--- src/rtl/cart_ram_pkg.sv ---
// Cart RAM arbiter shared definitions.
//   grant_t     : which requester owns the RAM port in a given cycle
//   bk_state_t  : backup word sequencer states
//   CRAM_ADDR_W : default cart RAM byte address width
package cart_ram_pkg;

    localparam int CRAM_ADDR_W = 17;

    typedef enum logic [1:0] {
        GNT_NONE,
        GNT_CPU,
        GNT_MAP,
        GNT_BK
    } grant_t;

    typedef enum logic [2:0] {
        IDLE,
        LO,
        HI,
        WAIT,
        DONE
    } bk_state_t;

endpackage

--- src/rtl/cart_ram_bk_seq.sv ---
// Backup word sequencer: splits one 16-bit save-file load/store into two byte
// accesses (even byte first) on the shared cart RAM port.
// Ports:
//   clk_sys, reset        clock, synchronous active-high reset
//   bk_rd, bk_wr          word strobes, accepted only in IDLE (write wins)
//   bk_addr, bk_data      word address / write word, latched on acceptance
//   ram_q                 RAM read data
//   byte_gnt              arbiter grant for the byte request this cycle
//   byte_req/addr/wdata/we  byte access request towards the arbiter
//   bk_q, bk_ack          read word and 1-cycle completion pulse (registered)
//   state_dbg             current sequencer state
//   stall_cnt             only with CART_RAM_STALL_CNT_EN: saturating count of
//                         LO/HI cycles without a grant
module cart_ram_bk_seq
    import cart_ram_pkg::*;
#(
    parameter int ADDR_W  = CRAM_ADDR_W,
    parameter int RAM_LAT = 1
) (
    input  logic              clk_sys,
    input  logic              reset,
    input  logic              bk_rd,
    input  logic              bk_wr,
    input  logic [ADDR_W-2:0] bk_addr,
    input  logic [15:0]       bk_data,
    input  logic [7:0]        ram_q,
    input  logic              byte_gnt,
    output logic              byte_req,
    output logic [ADDR_W-1:0] byte_addr,
    output logic [7:0]        byte_wdata,
    output logic              byte_we,
    output logic [15:0]       bk_q,
    output logic              bk_ack,
    output logic [2:0]        state_dbg
`ifdef CART_RAM_STALL_CNT_EN
    ,
    output logic [15:0]       stall_cnt
`endif
);

    localparam logic [1:0] WAIT_LAST = 2'(RAM_LAT - 1);

    bk_state_t         state_q, state_d;
    logic              wr_q, wr_d;
    logic [ADDR_W-2:0] addr_q, addr_d;
    logic [15:0]       data_q, data_d;
    logic [1:0]        wait_q, wait_d;
    logic [RAM_LAT:0]  lo_pipe_q, lo_pipe_d;
    logic [15:0]       rdata_q, rdata_d;
    logic              ack_q, ack_d;

    always_comb begin
        state_d    = state_q;
        wr_d       = wr_q;
        addr_d     = addr_q;
        data_d     = data_q;
        wait_d     = wait_q;
        rdata_d    = rdata_q;
        ack_d      = 1'b0;
        lo_pipe_d  = {lo_pipe_q[RAM_LAT-1:0], 1'b0};
        byte_req   = 1'b0;
        byte_we    = 1'b0;
        byte_addr  = {addr_q, 1'b0};
        byte_wdata = data_q[7:0];

        // The low byte may be granted long before the high byte, so its read
        // data is picked up by its own latency pipe rather than by the FSM.
        if (lo_pipe_q[RAM_LAT]) begin
            rdata_d[7:0] = ram_q;
        end

        case (state_q)
            IDLE: begin
                if (bk_wr || bk_rd) begin
                    wr_d    = bk_wr;
                    addr_d  = bk_addr;
                    data_d  = bk_data;
                    state_d = LO;
                end
            end
            LO: begin
                byte_req = 1'b1;
                byte_we  = wr_q;
                if (byte_gnt) begin
                    lo_pipe_d[0] = ~wr_q;
                    state_d      = HI;
                end
            end
            HI: begin
                byte_req   = 1'b1;
                byte_we    = wr_q;
                byte_addr  = {addr_q, 1'b1};
                byte_wdata = data_q[15:8];
                if (byte_gnt) begin
                    wait_d  = 2'd0;
                    state_d = wr_q ? DONE : WAIT;
                end
            end
            WAIT: begin
                if (wait_q == WAIT_LAST) begin
                    state_d = DONE;
                end else begin
                    wait_d = wait_q + 2'd1;
                end
            end
            DONE: begin
                // WAIT lasted exactly RAM_LAT cycles, so ram_q now holds the
                // high byte; it is registered together with the ack pulse.
                if (!wr_q) begin
                    rdata_d[15:8] = ram_q;
                end
                ack_d   = 1'b1;
                state_d = IDLE;
            end
            default: state_d = IDLE;
        endcase
    end

    always_ff @(posedge clk_sys) begin
        if (reset) begin
            state_q   <= IDLE;
            wr_q      <= 1'b0;
            addr_q    <= '0;
            data_q    <= '0;
            wait_q    <= '0;
            lo_pipe_q <= '0;
            rdata_q   <= '0;
            ack_q     <= 1'b0;
        end else begin
            state_q   <= state_d;
            wr_q      <= wr_d;
            addr_q    <= addr_d;
            data_q    <= data_d;
            wait_q    <= wait_d;
            lo_pipe_q <= lo_pipe_d;
            rdata_q   <= rdata_d;
            ack_q     <= ack_d;
        end
    end

    assign bk_q      = rdata_q;
    assign bk_ack    = ack_q;
    assign state_dbg = state_q;

`ifdef CART_RAM_STALL_CNT_EN
    logic [15:0] stall_cnt_q, stall_cnt_d;

    always_comb begin
        stall_cnt_d = stall_cnt_q;
        if ((state_q == LO || state_q == HI) && !byte_gnt && stall_cnt_q != 16'hFFFF) begin
            stall_cnt_d = stall_cnt_q + 16'd1;
        end
    end

    always_ff @(posedge clk_sys) begin
        if (reset) begin
            stall_cnt_q <= '0;
        end else begin
            stall_cnt_q <= stall_cnt_d;
        end
    end

    assign stall_cnt = stall_cnt_q;
`endif

endmodule

--- src/rtl/cart_ram_arbiter.sv ---
// Single-port cart RAM scheduler. Shares one registered 8-bit RAM port
// between CPU accesses (highest priority, never delayed), a 1-deep mapper
// write slot and the backup word sequencer (lowest priority).
// Ports:
//   clk_sys, reset                    clock, synchronous active-high reset
//   ce_cpu, cpu_req, cpu_wr,
//   cpu_addr, cpu_wdata, cpu_rdata    CPU slot; read data lands 1+RAM_LAT
//                                     cycles after the ce_cpu cycle and holds
//   map_wr, map_addr, map_wdata,
//   map_busy                          mapper write slot (last write wins)
//   bk_rd, bk_wr, bk_addr, bk_data,
//   bk_q, bk_ack, bk_busy             backup word interface
//   ram_addr, ram_wdata, ram_we, ram_q registered RAM port
//   stall_cnt                         only with CART_RAM_STALL_CNT_EN
// Handshake: requests are level/strobe, no ready; the backup side signals
// completion with a single bk_ack pulse and ignores strobes while bk_busy.
module cart_ram_arbiter
    import cart_ram_pkg::*;
#(
    parameter int ADDR_W  = CRAM_ADDR_W,
    parameter int RAM_LAT = 1
) (
    input  logic              clk_sys,
    input  logic              reset,
    input  logic              ce_cpu,
    input  logic              cpu_req,
    input  logic              cpu_wr,
    input  logic [ADDR_W-1:0] cpu_addr,
    input  logic [7:0]        cpu_wdata,
    output logic [7:0]        cpu_rdata,
    input  logic              map_wr,
    input  logic [ADDR_W-1:0] map_addr,
    input  logic [7:0]        map_wdata,
    output logic              map_busy,
    input  logic              bk_rd,
    input  logic              bk_wr,
    input  logic [ADDR_W-2:0] bk_addr,
    input  logic [15:0]       bk_data,
    output logic [15:0]       bk_q,
    output logic              bk_ack,
    output logic              bk_busy,
    output logic [ADDR_W-1:0] ram_addr,
    output logic [7:0]        ram_wdata,
    output logic              ram_we,
    input  logic [7:0]        ram_q
`ifdef CART_RAM_STALL_CNT_EN
    ,
    output logic [15:0]       stall_cnt
`endif
);

    grant_t            gnt;
    logic              cpu_go;
    logic              bk_req;
    logic              bk_we;
    logic [ADDR_W-1:0] bk_byte_addr;
    logic [7:0]        bk_byte_wdata;
    logic [2:0]        bk_state_dbg;

    logic              map_pend_q, map_pend_d;
    logic [ADDR_W-1:0] map_addr_q, map_addr_d;
    logic [7:0]        map_data_q, map_data_d;
    logic [ADDR_W-1:0] ram_addr_q, ram_addr_d;
    logic [7:0]        ram_wdata_q, ram_wdata_d;
    logic              ram_we_q, ram_we_d;
    logic [RAM_LAT:0]  rd_pipe_q, rd_pipe_d;
    logic [7:0]        cpu_rdata_q, cpu_rdata_d;

    cart_ram_bk_seq #(
        .ADDR_W  (ADDR_W),
        .RAM_LAT (RAM_LAT)
    ) u_bk_seq (
        .clk_sys    (clk_sys),
        .reset      (reset),
        .bk_rd      (bk_rd),
        .bk_wr      (bk_wr),
        .bk_addr    (bk_addr),
        .bk_data    (bk_data),
        .ram_q      (ram_q),
        .byte_gnt   (gnt == GNT_BK),
        .byte_req   (bk_req),
        .byte_addr  (bk_byte_addr),
        .byte_wdata (bk_byte_wdata),
        .byte_we    (bk_we),
        .bk_q       (bk_q),
        .bk_ack     (bk_ack),
        .state_dbg  (bk_state_dbg)
`ifdef CART_RAM_STALL_CNT_EN
        ,
        .stall_cnt  (stall_cnt)
`endif
    );

    assign cpu_go = ce_cpu & cpu_req;

    always_comb begin
        gnt = GNT_NONE;
        if (cpu_go) begin
            gnt = GNT_CPU;
        end else if (map_pend_q) begin
            gnt = GNT_MAP;
        end else if (bk_req) begin
            gnt = GNT_BK;
        end
    end

    always_comb begin
        ram_addr_d  = ram_addr_q;
        ram_wdata_d = ram_wdata_q;
        ram_we_d    = 1'b0;
        case (gnt)
            GNT_CPU: begin
                ram_addr_d  = cpu_addr;
                ram_wdata_d = cpu_wdata;
                ram_we_d    = cpu_wr;
            end
            GNT_MAP: begin
                ram_addr_d  = map_addr_q;
                ram_wdata_d = map_data_q;
                ram_we_d    = 1'b1;
            end
            GNT_BK: begin
                ram_addr_d  = bk_byte_addr;
                ram_wdata_d = bk_byte_wdata;
                ram_we_d    = bk_we;
            end
            default: ;
        endcase
    end

    // A new map_wr always lands in the slot, even on the cycle the old
    // contents drain, so the slot stays pending with the newer write.
    always_comb begin
        map_pend_d = map_pend_q;
        map_addr_d = map_addr_q;
        map_data_d = map_data_q;
        if (gnt == GNT_MAP) begin
            map_pend_d = 1'b0;
        end
        if (map_wr) begin
            map_pend_d = 1'b1;
            map_addr_d = map_addr;
            map_data_d = map_wdata;
        end
    end

    // rd_pipe[k] is set k+1 cycles after a CPU read slot; the RAM data for
    // that read is on ram_q while rd_pipe[RAM_LAT] is set.
    always_comb begin
        rd_pipe_d   = {rd_pipe_q[RAM_LAT-1:0], cpu_go & ~cpu_wr};
        cpu_rdata_d = cpu_rdata_q;
        if (rd_pipe_q[RAM_LAT]) begin
            cpu_rdata_d = ram_q;
        end
    end

    always_ff @(posedge clk_sys) begin
        if (reset) begin
            map_pend_q  <= 1'b0;
            map_addr_q  <= '0;
            map_data_q  <= '0;
            ram_addr_q  <= '0;
            ram_wdata_q <= '0;
            ram_we_q    <= 1'b0;
            rd_pipe_q   <= '0;
            cpu_rdata_q <= '0;
        end else begin
            map_pend_q  <= map_pend_d;
            map_addr_q  <= map_addr_d;
            map_data_q  <= map_data_d;
            ram_addr_q  <= ram_addr_d;
            ram_wdata_q <= ram_wdata_d;
            ram_we_q    <= ram_we_d;
            rd_pipe_q   <= rd_pipe_d;
            cpu_rdata_q <= cpu_rdata_d;
        end
    end

    assign ram_addr  = ram_addr_q;
    assign ram_wdata = ram_wdata_q;
    assign ram_we    = ram_we_q;
    assign cpu_rdata = cpu_rdata_q;
    assign map_busy  = map_pend_q;
    assign bk_busy   = (bk_state_dbg != IDLE);

endmodule
--- config.mk ---
export PLATFORM = sky130hd
export DESIGN_NAME = cart_ram_arbiter
export DESIGN_NICKNAME = d
export VERILOG_FILES = /design/src/rtl/cart_ram_pkg.sv /design/src/rtl/cart_ram_bk_seq.sv /design/src/rtl/cart_ram_arbiter.sv
export SDC_FILE = /design/constraint.sdc
export NUM_CORES = 1
export LEC_CHECK = 0
export BUFFER_PORTS_ARGS = -buffer_cell sky130_fd_sc_hd__clkbuf_2
export CORE_ASPECT_RATIO = 0.5
export CORE_MARGIN = 2
export CORE_UTILIZATION = 50
export CTS_BUF_LIST = sky130_fd_sc_hd__clkbuf_8
export CTS_CLUSTER_SIZE = 20
export DETAILED_ROUTE_END_ITERATION = 7
export GPL_TIMING_DRIVEN = 0
export PLACE_DENSITY = 0.85
export SYNTH_ARGS = -nofsm -noshare
export SYNTH_HDL_FRONTEND = slang
export SYNTH_SLANG_ARGS = --single-unit
--- constraint.sdc ---
create_clock -name clk_sys -period 1.9 [get_ports clk_sys]
set_clock_uncertainty 0.05 [all_clocks]
set_input_delay 0.19 -clock clk_sys [delete_from_list [all_inputs] [get_ports clk_sys]]
set_output_delay 0.19 -clock clk_sys [all_outputs]
set_load 0.01 [all_outputs]
==> results of run 1 <==
==> layout make-up <==
cell class | instances | area, µm² | area share, %
clock buffer | 20 | 275 | 3.85
multi-input combinational | 349 | 2370 | 33.2
sequential | 119 | 2380 | 33.3
clock inverter | 12 | 149 | 2.08
inverter | 22 | 86.3 | 1.21
timing repair buffer | 220 | 1450 | 20.3
buffer | 51 | 264 | 3.70
tap | 135 | 169 | 2.36
==> cells in the mapped netlist (7+ instances only) <==
| cell type | n | area [µm²] |
|---|---|---|
| nor2_1 | 45 | 169 |
| buf_2 | 12 | 60.1 |
| a311oi_1 | 16 | 140 |
| o221a_1 | 10 | 113 |
| inv_1 | 22 | 82.6 |
| nand3_1 | 32 | 160 |
| dfxtp_1 | 119 | 2380 |
| a21oi_1 | 43 | 215 |
| o21ai_0 | 36 | 180 |
| nand2b_1 | 7 | 43.8 |
| a211oi_1 | 9 | 67.6 |
| o22ai_1 | 9 | 56.3 |
| nand2_1 | 20 | 75.1 |
| and3b_1 | 16 | 140 |
| clkbuf_1 | 29 | 109 |
| a2111oi_1 | 7 | 70.1 |
| mux2i_1 | 50 | 500 |
==> flip-flops by register name, indices dropped and copies added (netlist names), 3 cells and up <==
| register | cells |
|---|---|
| cpu_rdata | 8 |
| map_addr_q | 17 |
| map_data_q | 8 |
| ram_addr | 17 |
| ram_wdata | 8 |
| u_bk_seq.addr_q | 16 |
| u_bk_seq.bk_q | 16 |
| u_bk_seq.data_q | 16 |
| u_bk_seq.state_dbg | 3 |
==> stage by stage <==
step,hold WS [ps],power [W]
final,22.5,0.00688
after floorplan,219,0.00371
after global placement,325,0.00414
after detailed placement,325,0.00418
after global routing,16.3,0.00712
after CTS,11.7,0.00671
==> metal layers <==
layer	wire length (µm)	GRT usage, %	vias to the layer above
met3	1320	7.19	103
li1	-	-	2445
met5	0	0	-
met2	8080	51.7	321
met4	927	20.7	0
met1	6680	34.4	2510
==> repair_timing <==
| item | in CTS | in global routing |
|---|---|---|
| pin swaps | 1 | 1 |
| endpoints found under the hold margin | 80 | 0 |
| hold buffers | 66 | 0 |
| gates resized for setup | 0 | 9 |
| buffers inserted | 1 | 5 |
| endpoints found under the setup margin | 1 | 6 |
| cloned | 0 | 0 |
==> power by group <==
group          internal [W]  leakage, nW  switching [W]
Sequential          0.00273        0.978       0.000167
Combinational      0.000673         1.94       0.000835
Clock               0.00140        0.207        0.00108
==> worst max-delay path: cells and delay by family (launching register included) <==
family          cells  cell delay (ps)
flops               1              320
simple gates        1              280
compound gates      2              290
buf+inv             4              760
==> worst max path at each step <==
stage | startpoint | endpoint | slack (ps)
2_1_floorplan | map_busy | ram_addr[10] | 400
3_3_place_gp | u_bk_seq.state_dbg[1] | u_bk_seq.bk_q[14] | 230
3_5_place_dp | u_bk_seq.state_dbg[1] | u_bk_seq.bk_q[15] | 150
4_1_cts | u_bk_seq.state_dbg[0] | bk_busy | 110
5_1_grt | u_bk_seq.state_dbg[0] | u_bk_seq.addr_q[0] | 1
6_report | u_bk_seq.state_dbg[0] | u_bk_seq.addr_q[0] | 70
==> kinds of logic after synthesis <==
kind of cell,Yosys count,share of synthesized area [%]
multiplexers,50,9.82
flip-flops,119,46.8
AND/OR/NAND/NOR,146,15.6
AO/OA/AOI/OAI,151,20.5
XOR/XNOR,1,0.319
adder cells (fa/ha/maj),1,0.246
buffers and inverters,74,6.75
==> metrics.txt, run 1 <==
status=finished, final reports clean; TritonCTS sink count=119; worst path cell trace=buf_6, nor3_4, clkinvlp_4, clkbuf_2, buf_4, o21ai_0, a21oi_1; Yosys reg bits=119; # nets final=879; Syn Std Cell Area=5090 µm²; Num CTS Buffers=17; CP arrival=2080 ps; first-pass GRT wire length=25500 µm; Netlist cell types=48; min-delay src=cpu_addr[0]; Primary FF master, synth=dfxtp_1; ANT nets after route=0; Initial Util=52.7%; slowest stage delay, CP=320 ps; R2R cell count=7; vias in the first global route=5238; Placer Congestion=0.845; Post-Layout Cell Count=928; TNS Setup=0 ps; Max-cap violations=0; synth warn=0; PortBufs=148; unrepaired setup endpoints after global routing=false; Max Slew Vio Count=0; most frequent cells in the layout=clkbuf_2 (152), dfxtp_1 (119), dlygate4sd3_1 (66); # IOs=151; worst flop-to-flop path endpoint=u_bk_seq.addr_q[0]; Cell Rows=25; final WL=17000 µm; antenna violations before repair=0; largest net degree at the start of global routing=17; Post-Synthesis Cells=542; fraction of registers with async set/reset=0%; clock-pin slew on the worst setup and hold paths=70 ps; CTS max path bufs=2; Fillers=640; post-route cell area=7140 µm²; Leakage=3.12 nW; layout cells sized above 1=28.6%; Slew @ Worst Pin=884 ps; area delta synth->final=40.2%; Fin. Hold Viols=0; Post-synth EDFFs=0; Mapped Nets=641; CTS HTree Levels=4; Hold Crit Depth=3; Final min period=1830 ps; drt drc=0; worst min path class=primary input to flip-flop; placed inst area=6000 µm²; final setup fails=0; worst setup margin=65.9 ps; post-synthesis sequential area ratio=46.8%; drt pass-1 iters=6; Mean Syn Cell Area=9.40 µm²; Tcrit/Tclk final=96.5%; RR Startpoint=u_bk_seq.state_dbg[0]; dpl hpwl=10400 µm; Vias/cell=5.80; pre-CTS WS=147 ps; f_max=0.545 GHz; commonest non-fill, non-tap cell in the layout=clkbuf_2; Worst Setup Start Kind=flip-flop; worst vdd ir=0.558 mV; post-layout utilization of the core=73.9%; drt initial violations=533; Avg WL per Cell=18.3 µm; Worst slew margin=40.9%; antenna fix cells=0; R2R Setup Slk=70 ps; via count=5379; Global Route Usage Sum=29.9%; slowest CP cell=dfxtp_1; clock latency on the worst-skew pair=440 ps; grt ovf=0; die area=11100 µm²; Root Buffer=clkbuf_8; placed insts=825; PwrDens=963 nW/µm²; total core area=9670 µm²; die span in y=75.4 µm; CP Max Fanout=10; TritonCTS clock tree=built; data required time at the worst endpoint=2150 ps; Die X-Extent=147 µm; Setup CP Type=flip-flop to flip-flop; critical path capture point type=flip-flop; worst hold endpoint=ram_addr[0]
Power figures use the tool's default switching activity.
==> run 2, diff against run 1 <==
Settings changed: CORE_UTILIZATION 50 to 48.
Clock period 1.9 ns to 1.5 ns, I/O delays scaled along.
==> metrics.txt, run 2 (same netlist as run 1, synthesis figures left out) <==
Global Route Usage Sum=32.7% (was 29.9%); Placer Congestion=0.878 (was 0.845); PortBufs=148 (unchanged); ANT nets after route=0 (unchanged); largest net degree at the start of global routing=17 (unchanged); Post-Layout Cell Count=945 (was 928); Final min period=1870 ps (was 1830 ps); Max Slew Vio Count=0 (unchanged); critical path capture point type=flip-flop (unchanged); Vias/cell=6.45 (was 5.80); Worst Setup Start Kind=flip-flop (unchanged); area delta synth->final=50.8% (was 40.2%); CP arrival=2120 ps (was 2080 ps); most frequent cells in the layout=clkbuf_2 (152), dfxtp_1 (116), dlygate4sd3_1 (70) (was clkbuf_2 (152), dfxtp_1 (119), dlygate4sd3_1 (66)); CTS HTree Levels=4 (unchanged); first-pass GRT wire length=29000 µm (was 25500 µm); TritonCTS clock tree=built (unchanged); worst min path class=primary input to flip-flop (unchanged); TritonCTS sink count=119 (unchanged); grt ovf=0 (unchanged); post-layout utilization of the core=74.7% (was 73.9%); Avg WL per Cell=23.9 µm (was 18.3 µm); vias in the first global route=5600 (was 5238); Max-cap violations=0 (unchanged); status=finished with violations (was finished, final reports clean); Num CTS Buffers=17 (unchanged); die area=11500 µm² (was 11100 µm²); failing checks=setup timing; unrepaired setup endpoints after global routing=true (was false); # nets final=891 (was 879); Tcrit/Tclk final=125% (was 96.5%); antenna fix cells=0 (unchanged); Setup CP Type=flip-flop to flip-flop (unchanged); CP Max Fanout=8 (was 10); Worst slew margin=41.9% (was 40.9%); total core area=10300 µm² (was 9670 µm²); TNS Setup=-3920 ps (was 0 ps); worst vdd ir=0.707 mV (was 0.558 mV); commonest non-fill, non-tap cell in the layout=clkbuf_2 (unchanged); CTS max path bufs=2 (unchanged); die span in y=76.9 µm (was 75.4 µm); worst setup margin=-372 ps (was 65.9 ps); via count=6093 (was 5379); # IOs=151 (unchanged); clock-pin slew on the worst setup and hold paths=80 ps (was 70 ps); Root Buffer=clkbuf_8 (unchanged); Initial Util=49.6% (was 52.7%); drt pass-1 iters=6 (unchanged); Slew @ Worst Pin=872 ps (was 884 ps); clock latency on the worst-skew pair=460 ps (was 440 ps); PwrDens=1250 nW/µm² (was 963 nW/µm²); drt drc=0 (unchanged); pre-CTS WS=-230 ps (was 147 ps); layout cells sized above 1=37.3% (was 28.6%); f_max=0.534 GHz (was 0.545 GHz); final WL=22600 µm (was 17000 µm); Cell Rows=26 (was 25); data required time at the worst endpoint=1750 ps (was 2150 ps); Die X-Extent=150 µm (was 147 µm); Leakage=3.32 nW (was 3.12 nW); dpl hpwl=10200 µm (was 10400 µm); final setup fails=46 (was 0); placed insts=830 (was 825); Fin. Hold Viols=0 (unchanged); drt initial violations=1068 (was 533); antenna violations before repair=0 (unchanged)
-- run 2: repair_timing --
item,in CTS,in global routing
gates resized for setup,32,114
setup endpoints to repair,64,68
hold buffers,70,0
endpoints found under the hold margin,86,0
buffers inserted,8,6
pin swaps,10,25
gates cloned,1,1
-- run 2: critical path: stages, from the launching register on --
cell	delay [ps]
dfxtp_2	330
buf_6	130
or2b_1	230
clkbuf_4	200
o22ai_1	570
a2111oi_4	210
-- run 2: final cells by class --
type / instances / area [µm²]
plain buffers: 49 / 329
flip-flops and latches: 119 / 2390
well taps: 140 / 175
repair buffers: 234 / 1610
fillers: 600 / 2600
clock inverters: 13 / 179
clock buffers: 19 / 262
inverters: 22 / 82.6
multi-input cells: 349 / 2660
-- run 2: worst paths after layout --
check                   startpoint           end  slack, ps  cells after the start
max          u_bk_seq.state_dbg[0]  ram_wdata[2]       -370                      5
min                   cpu_wdata[1]  ram_wdata[1]         40                      3
max reg2reg  u_bk_seq.state_dbg[0]  ram_wdata[2]       -370                      5
min reg2reg           rd_pipe_q[0]  rd_pipe_q[1]        410                      1
-- run 2: power by group --
part	leakage [nW]	switching, W	internal [W]	total [W]
logic	2.12	0.00143	0.00111	0.00253
registers	0.979	0.000253	0.00346	0.00372
clock network	0.219	0.00149	0.00189	0.00338
-- run 2: per-stage QoR --
step	hold slack [ps]	total power, W	area, µm²
after global routing	28.2	0.00980	7680
after global placement	286	0.00524	6020
after CTS	9.76	0.00885	7330
after detailed placement	287	0.00529	6020
after floorplan	179	0.00471	5100
final	35.0	0.00963	7680
-- run 2: layer usage --
| layer | up-vias | GRT usage [%] | wire, µm |
|---|---|---|---|
| met2 | 605 | 54.0 | 9660 |
| met5 | - | 0 | 0 |
| met3 | 228 | 8.10 | 2830 |
| met4 | 0 | 22.7 | 2030 |
| li1 | 2459 | - | - |
| met1 | 2801 | 37.5 | 8050 |
